--- src/rtl/pipe_pkg.sv ---
// Shared widths and per-stage payload bundles for the pipeline boundary registers.
// Stage wrappers size pipe_stage_reg with the *_W localparams below.
package pipe_pkg;

  localparam int PIPE_DATA_W_DEF = 32;
  localparam int PIPE_CNT_W_DEF  = 16;

  localparam int XLEN  = 32;
  localparam int REG_W = 5;
  localparam int CTL_W = 8;

  typedef struct packed {
    logic [XLEN-1:0] pc;
    logic [XLEN-1:0] instr;
  } if_id_t;

  typedef struct packed {
    logic [XLEN-1:0]  pc;
    logic [XLEN-1:0]  rs1_val;
    logic [XLEN-1:0]  rs2_val;
    logic [XLEN-1:0]  imm;
    logic [REG_W-1:0] rd;
    logic [CTL_W-1:0] ctrl;
  } id_ex_t;

  typedef struct packed {
    logic [XLEN-1:0]  alu_res;
    logic [XLEN-1:0]  store_val;
    logic [REG_W-1:0] rd;
    logic [CTL_W-1:0] ctrl;
  } ex_mem_t;

  typedef struct packed {
    logic [XLEN-1:0]  wb_val;
    logic [REG_W-1:0] rd;
    logic             wb_en;
  } mem_wb_t;

  localparam int IF_ID_W  = $bits(if_id_t);
  localparam int ID_EX_W  = $bits(id_ex_t);
  localparam int EX_MEM_W = $bits(ex_mem_t);
  localparam int MEM_WB_W = $bits(mem_wb_t);

endpackage

--- src/rtl/pipe_stall_cnt.sv ---
// Saturating event counter with synchronous clear; clear wins over increment.
// Shared by the stage registers and other performance monitors.
module pipe_stall_cnt
  import pipe_pkg::*;
#(
  parameter int CNT_W = PIPE_CNT_W_DEF
) (
  input  logic             clk_i,
  input  logic             rst_ni,
  input  logic             inc_i,
  input  logic             clr_i,
  output logic [CNT_W-1:0] cnt_o
);

  logic [CNT_W-1:0] cnt_q, cnt_d;

  always_comb begin
    cnt_d = cnt_q;
    if (clr_i) begin
      cnt_d = '0;
    end else if (inc_i && !(&cnt_q)) begin
      cnt_d = cnt_q + CNT_W'(1);
    end
  end

  always_ff @(posedge clk_i or negedge rst_ni) begin
    if (!rst_ni) begin
      cnt_q <= '0;
    end else begin
      cnt_q <= cnt_d;
    end
  end

  assign cnt_o = cnt_q;

endmodule

--- src/rtl/pipe_stage_reg.sv ---
// Generic valid/ready pipeline stage register with ready_go, flush and stall counter.
// Define PIPE_STAGE_SKID_EN for a two-entry skid buffer with registered o_ready.
module pipe_stage_reg
  import pipe_pkg::*;
#(
  parameter int DATA_W = PIPE_DATA_W_DEF,
  parameter int CNT_W  = PIPE_CNT_W_DEF
) (
  input  logic              clk,
  input  logic              rst,
  input  logic              i_valid,
  output logic              o_ready,
  input  logic [DATA_W-1:0] i_data,
  output logic              o_valid,
  input  logic              i_ready,
  output logic [DATA_W-1:0] o_data,
  input  logic              i_ready_go,
  input  logic              i_flush,
  input  logic              i_cnt_clr,
  output logic [CNT_W-1:0]  o_stall_cnt
);

  logic              main_valid_q, main_valid_d;
  logic [DATA_W-1:0] main_data_q, main_data_d;
  logic              up_xfer;
  logic              dn_xfer;
  logic              stall;

  assign o_valid = main_valid_q & i_ready_go;
  assign o_data  = main_data_q;
  assign dn_xfer = o_valid & i_ready;
  assign up_xfer = i_valid & o_ready;
  assign stall   = o_valid & ~i_ready;

`ifdef PIPE_STAGE_SKID_EN
  logic              skid_valid_q, skid_valid_d;
  logic [DATA_W-1:0] skid_data_q, skid_data_d;

  assign o_ready = ~skid_valid_q;

  always_comb begin
    main_valid_d = main_valid_q;
    main_data_d  = main_data_q;
    skid_valid_d = skid_valid_q;
    skid_data_d  = skid_data_q;
    if (skid_valid_q) begin
      // o_ready is low here, so only the skid-to-main move can happen
      if (dn_xfer) begin
        main_data_d  = skid_data_q;
        skid_valid_d = 1'b0;
      end
    end else if (up_xfer) begin
      if (!main_valid_q || dn_xfer) begin
        main_data_d  = i_data;
        main_valid_d = 1'b1;
      end else begin
        skid_data_d  = i_data;
        skid_valid_d = 1'b1;
      end
    end else if (dn_xfer) begin
      main_valid_d = 1'b0;
    end
    if (i_flush) begin
      main_valid_d = 1'b0;
      skid_valid_d = 1'b0;
    end
  end

  always_ff @(posedge clk or negedge rst) begin
    if (!rst) begin
      skid_valid_q <= 1'b0;
      skid_data_q  <= '0;
    end else begin
      skid_valid_q <= skid_valid_d;
      skid_data_q  <= skid_data_d;
    end
  end
`else
  assign o_ready = ~main_valid_q | (i_ready & i_ready_go);

  always_comb begin
    main_valid_d = main_valid_q;
    main_data_d  = main_data_q;
    if (up_xfer) begin
      main_data_d  = i_data;
      main_valid_d = 1'b1;
    end else if (dn_xfer) begin
      main_valid_d = 1'b0;
    end
    if (i_flush) begin
      main_valid_d = 1'b0;
    end
  end
`endif

  always_ff @(posedge clk or negedge rst) begin
    if (!rst) begin
      main_valid_q <= 1'b0;
      main_data_q  <= '0;
    end else begin
      main_valid_q <= main_valid_d;
      main_data_q  <= main_data_d;
    end
  end

  pipe_stall_cnt #(
    .CNT_W(CNT_W)
  ) u_stall_cnt (
    .clk_i (clk),
    .rst_ni(rst),
    .inc_i (stall),
    .clr_i (i_cnt_clr),
    .cnt_o (o_stall_cnt)
  );

endmodule

--- config.mk ---
export PLATFORM = sky130hd
export DESIGN_NAME = pipe_stage_reg
export DESIGN_NICKNAME = d
export VERILOG_FILES = /design/src/rtl/pipe_pkg.sv /design/src/rtl/pipe_stall_cnt.sv /design/src/rtl/pipe_stage_reg.sv
export SDC_FILE = /design/constraint.sdc
export NUM_CORES = 1
export LEC_CHECK = 0
export ABC_CLOCK_PERIOD_IN_PS = 2700
export BUFFER_PORTS_ARGS = -buffer_cell sky130_fd_sc_hd__buf_2
export CAP_MARGIN = 20
export CORE_MARGIN = 4
export CORE_UTILIZATION = 51
export DETAILED_ROUTE_END_ITERATION = 16
export PLACE_DENSITY = 0.94
export SLEW_MARGIN = 40
export SYNTH_ARGS = -nofsm -noshare
export SYNTH_HDL_FRONTEND = slang
export SYNTH_SLANG_ARGS = --single-unit
export TNS_END_PERCENT = 5
--- constraint.sdc ---
create_clock -name clk -period 2.7 [get_ports clk]
set_input_delay 0.135 -clock clk [delete_from_list [all_inputs] [get_ports clk]]
set_output_delay 0.135 -clock clk [all_outputs]
set_load 0.005 [all_outputs]
* Word-level counts from Yosys, hierarchy flattened
Cells that the tools add are included.
** Cells by class
- Add/sub/neg operators :: 1
- Mux-type cells :: 5
- Bitwise logic cells :: 8
- Reduce and logical (&&, ||, !) cells :: 5
** Operators by type and width (number)
- $mux W16 :: 2
- $add A16 B1 Y16 const B :: 1
- $reduce_and A16 Y1 :: 1
- $and A1 B1 Y1 :: 5
- $mux W1 :: 3
- $reduce_bool A3 Y1 :: 1
- $not A1 Y1 :: 2
- $reduce_bool A2 Y1 :: 1
- $logic_and A1 B1 Y1 :: 1
- $logic_not A1 Y1 :: 1
- $or A1 B1 Y1 :: 1
** Storage, ports and cells
- Register bits after elaboration :: 49
- Input bits :: 39
- Output and inout port bits :: 50
- Word-level logic and storage cells :: 22

* Logic depth before layout (Yosys ltp)
- Depth after elaboration :: 5
- Mapped depth :: 6
- Gate-level depth less buffers :: 5

* Hierarchy
From an unflattened synthesis, not the netlist that was laid out.
** Second synthesis, totals
- Cells, all modules :: 246
- Area, all modules :: 2643.8 µm²
** Modules (own cells, without submodules)
- pipe_stage_reg :: times used 1, cells an instance 151, area an instance 1724.2 µm², sequential area each 825.8 µm²
- pipe_stall_cnt :: times used 1, cells an instance 95, area an instance 919.6 µm², sequential area each 400.4 µm²

* Worst setup path before layout
Ideal clock, no wire load.
- Path type :: reg-to-reg
- From :: register u_stall_cnt.cnt_q[0], in the netlist u_stall_cnt.cnt_o[0]
- To :: register u_stall_cnt.cnt_q[14], in the netlist u_stall_cnt.cnt_o[14]
- Library setup time :: 0.125 ns
- Arrival time :: 1.550 ns
- Required time :: 2.575 ns
- Slack :: 1.025 ns
- Cell stages (with the launch flop) :: 7
- Buffers on the path :: 1
- Period minus slack after synthesis :: 1.675 ns
- Cells stage by stage :: dfrtp_1 > ha_1 > nand3_1 > nor4_2 > buf_2 > nor4_1 > mux2_2
** On the way
- Word-level cells in the longest chain between the ends :: 4
- Elaborated cells on any way between the ends :: 7
- Classes of those cells :: add/sub: 1; mux: 2; reduce/logical: 4
** Ends and longest elaborated chain
- from (decl) :: RTL line pipe_stall_cnt.sv:15 : logic [CNT_W-1:0] cnt_q, cnt_d;
- from (signal assigned) :: RTL line pipe_stall_cnt.sv:30 : cnt_q <= cnt_d;
- branches (longest 4 deep; another with $add A16 B1 Y16)
Parallel ways; which one is timed is not known. The select of a mux whose other input is x is not followed.
A chain may end at the register's enable or synchronous reset.

* Worst setup path in the final report
- From :: register u_stall_cnt.cnt_q[3], in the netlist u_stall_cnt.cnt_o[3]
- To :: register u_stall_cnt.cnt_q[11], in the netlist u_stall_cnt.cnt_o[11]
The elaborated chain is that of the path after synthesis.

==> flow_summary.yaml <==
synth:
  synth_cell_types: 31
  synth_edf_count: 0
  syn_inst: 176
  synth_ff_type: "dfrtp_1"
  ys_seq_area_frac: 0.565
  ys_warn_count: 0
  avgSynthCellArea_um2: 12.3
  ys_ff_latch: 49
  synth_nets: 216
  ys_async_sr_fraction: 1.00
  netlist_area_um2: 2170
power:
  cellLeakagePower_nw: 1.31
  power_density_nw_per_um2: 537
  ir_drop_v: 0.000361
finish:
  area_delta_synth_final_pct: 27.8
  fin_nets: 308
  final_common_cell: "buf_2"
  drive_above_1_share: 0.517
  final_area_um2: 2780
  fillerInstances: 286
  layout_common_cells: "buf_2, dfrtp_1, mux2_2"
  final_cell_count_no_fill: 319
  num_antenna_cells: 0
min_path:
  min_path_type: "in -> reg"
  holdPathStages: 2
  min_from: "i_data[17]"
  hold_path_end: "o_data[17]"
clock_network:
  clk_path_buf_depth: 2
  cts_root_buffer: "clkbuf_8"
  cts_buffers: 5
  cts_tree: "built"
  h-tree-depth: 2
  clk_latency_ns: 0.30
  cts.sinks: 49
  clk_pin_slew_ns: 0.09
  post_cts_resized: 0
timing:
  finalWorstSetupSlack_ns: 0.885
  rsz0062_at_grt: "false"
  holdWs_ns: 0.0590
  drv_slew: 0
  tightest_slew_ns: 0.590
  tns_ns: 0
  fin_crit_ns: 1.82
  timing.fmax_mhz: 551
  hold_viol_final: 0
  fin_worst_skew_ns: 0.00582
  timing.final.crit_share: 0.672
  setup_violations: 0
  relSlewSlack: 0.607
grt:
  grt-ovfl-total: 0
  track_usage: 0.184
  grt_start_max_net_pins: 50
  grt_pass1_vias: 1752
  grt_pass1_wl_mm: 7.64
  antenna_found_initial: 0
job:
  drv_cap: 0
floorplan:
  dieArea_um2: 5360
  die_y_um: 73.2
  start_util: 0.535
  ioPinCount: 89
  rows: 23
  die_w_um: 73.2
  coreArea_um2: 4060
setup_path:
  cp-start-kind: "flip-flop"
  cp_max_fo: 8
  critPathSlowestCell: "dfrtp_1"
  arrival_ns: 2.01
  cp_top_family: "simple AND/OR/NAND/NOR gates"
  cp.depth: 4
  reg2reg_depth: 4
  crit_required_ns: 2.89
  r2r-start: "u_stall_cnt.cnt_o[3]"
  crit_buf_inv: 0
  critPathCaptureType: "flip-flop"
  reg2reg_slack_ns: 0.88
  reg2reg_to: "u_stall_cnt.cnt_o[11]"
  worstSetupPathType: "reg -> reg"
  cp_cell_sequence: "nand4_2, or3_1, nor3_1, mux2_2"
  crit_path_max_incr_delay_ns: 0.47
placed_design:
  io_buffers: 88
  place_congestion: 0.802
  placed_cells: 309
  dpl-instance-area_um2: 2670
  post-place-ws_ns: 0.903
  place_hpwl_mm: 3.51
routing:
  vias: 1773
  drtAntennaViolNets: 0
  avgRoutedWirePerCell_um: 15.0
  post-route-drc-count: 0
  wl_mm: 4.78
  firstDrtPassIters: 4
  drt-vias-per-instance: 5.56
  drtIter0Drc: 121
outcome:
  run_status: "completed"
[report_power, final]
group          internal, mW  total (mW)  switching, mW
clock                 0.185       0.430          0.245
sequential            0.802       0.835         0.0327
combinational         0.131       0.226         0.0953
[repair_timing]
item                                    in CTS  in global routing
hold buffers                                 2                  0
buffers inserted                             0                  0
endpoints found under the setup margin       0                  0
endpoints found under the hold margin       50                  0
[cell type report]
| cell class | count | area (µm²) | share of cell area |
|---|---|---|---|
| Multi-Input combinational cell | 117 | 903 | 0.326 |
| Timing Repair Buffer | 94 | 493 | 0.178 |
| Tap cell | 50 | 62.6 | 0.0225 |
| Inverter | 1 | 3.75 | 0.00135 |
| Clock inverter | 2 | 13.8 | 0.00496 |
| Sequential cell | 49 | 1230 | 0.442 |
| Clock buffer | 6 | 72.6 | 0.0261 |
[cells in the mapped netlist (2+ instances only)]
cell type,count,share of area
nor2_1,5,0.0086
mux2_2,36,0.19
nand4_1,4,0.012
o21ai_0,5,0.012
or4_1,7,0.024
dfrtp_1,49,0.56
nand2_1,8,0.014
buf_1,3,0.0052
nand3_1,5,0.012
clkbuf_1,3,0.0052
a21oi_1,13,0.030
and4_1,2,0.0081
buf_2,3,0.0069
nor2b_1,4,0.012
o31ai_1,7,0.024
nor4_1,4,0.012
or3_1,4,0.012
[registers in the layout, indices dropped and copies added (netlist names)]
register	flops
u_stall_cnt.cnt_o	16
o_data	32
main_valid_q	1
[worst register-to-register path: cells and delay by family, from the launching register on]
kind	cells	cell delay [ns]
simple gates	3	0.87
flops	1	0.47
mux	1	0.37
[through the flow]
stage	power [mW]	util
after floorplan	0.947	-
after global routing	1.56	0.684
after global placement	1.07	0.657
after detailed placement	1.08	0.658
final	1.49	0.684
after CTS	1.51	0.684
[layer usage]
layer | part of all wire | track usage | vias up
li1 | - | - | 837
met1 | 0.39 | 0.213 | 841
met2 | 0.49 | 0.311 | 85
met3 | 0.095 | 0.0606 | 10
met4 | 0.020 | 0.0758 | 0
met5 | 0 | 0 | -
[cells by family (layout without fill, tap and decap cells)]
| logic type | Yosys count | count (layout) | synth area share |
|---|---|---|---|
| simple gates | 55 | 55 | 0.158 |
| flops | 49 | 49 | 0.565 |
| mux | 36 | 36 | 0.187 |
| compound gates | 25 | 25 | 0.0657 |
| buf+inv | 10 | 103 | 0.0190 |
| fa+ha+maj | 1 | 1 | 0.00576 |
[how the worst max path moves through the flow]
stage                                        to  slack (ns)                 start
after detailed placement  u_stall_cnt.cnt_o[11]        0.90  u_stall_cnt.cnt_o[3]
after global routing      u_stall_cnt.cnt_o[10]        0.70  u_stall_cnt.cnt_o[0]
after global placement    u_stall_cnt.cnt_o[10]        0.96          main_valid_q
final                     u_stall_cnt.cnt_o[11]        0.88  u_stall_cnt.cnt_o[3]
after floorplan           u_stall_cnt.cnt_o[14]        1.02  u_stall_cnt.cnt_o[0]
after CTS                 u_stall_cnt.cnt_o[10]        0.89          main_valid_q
Note: power is estimated with default switching activity, not from simulation.
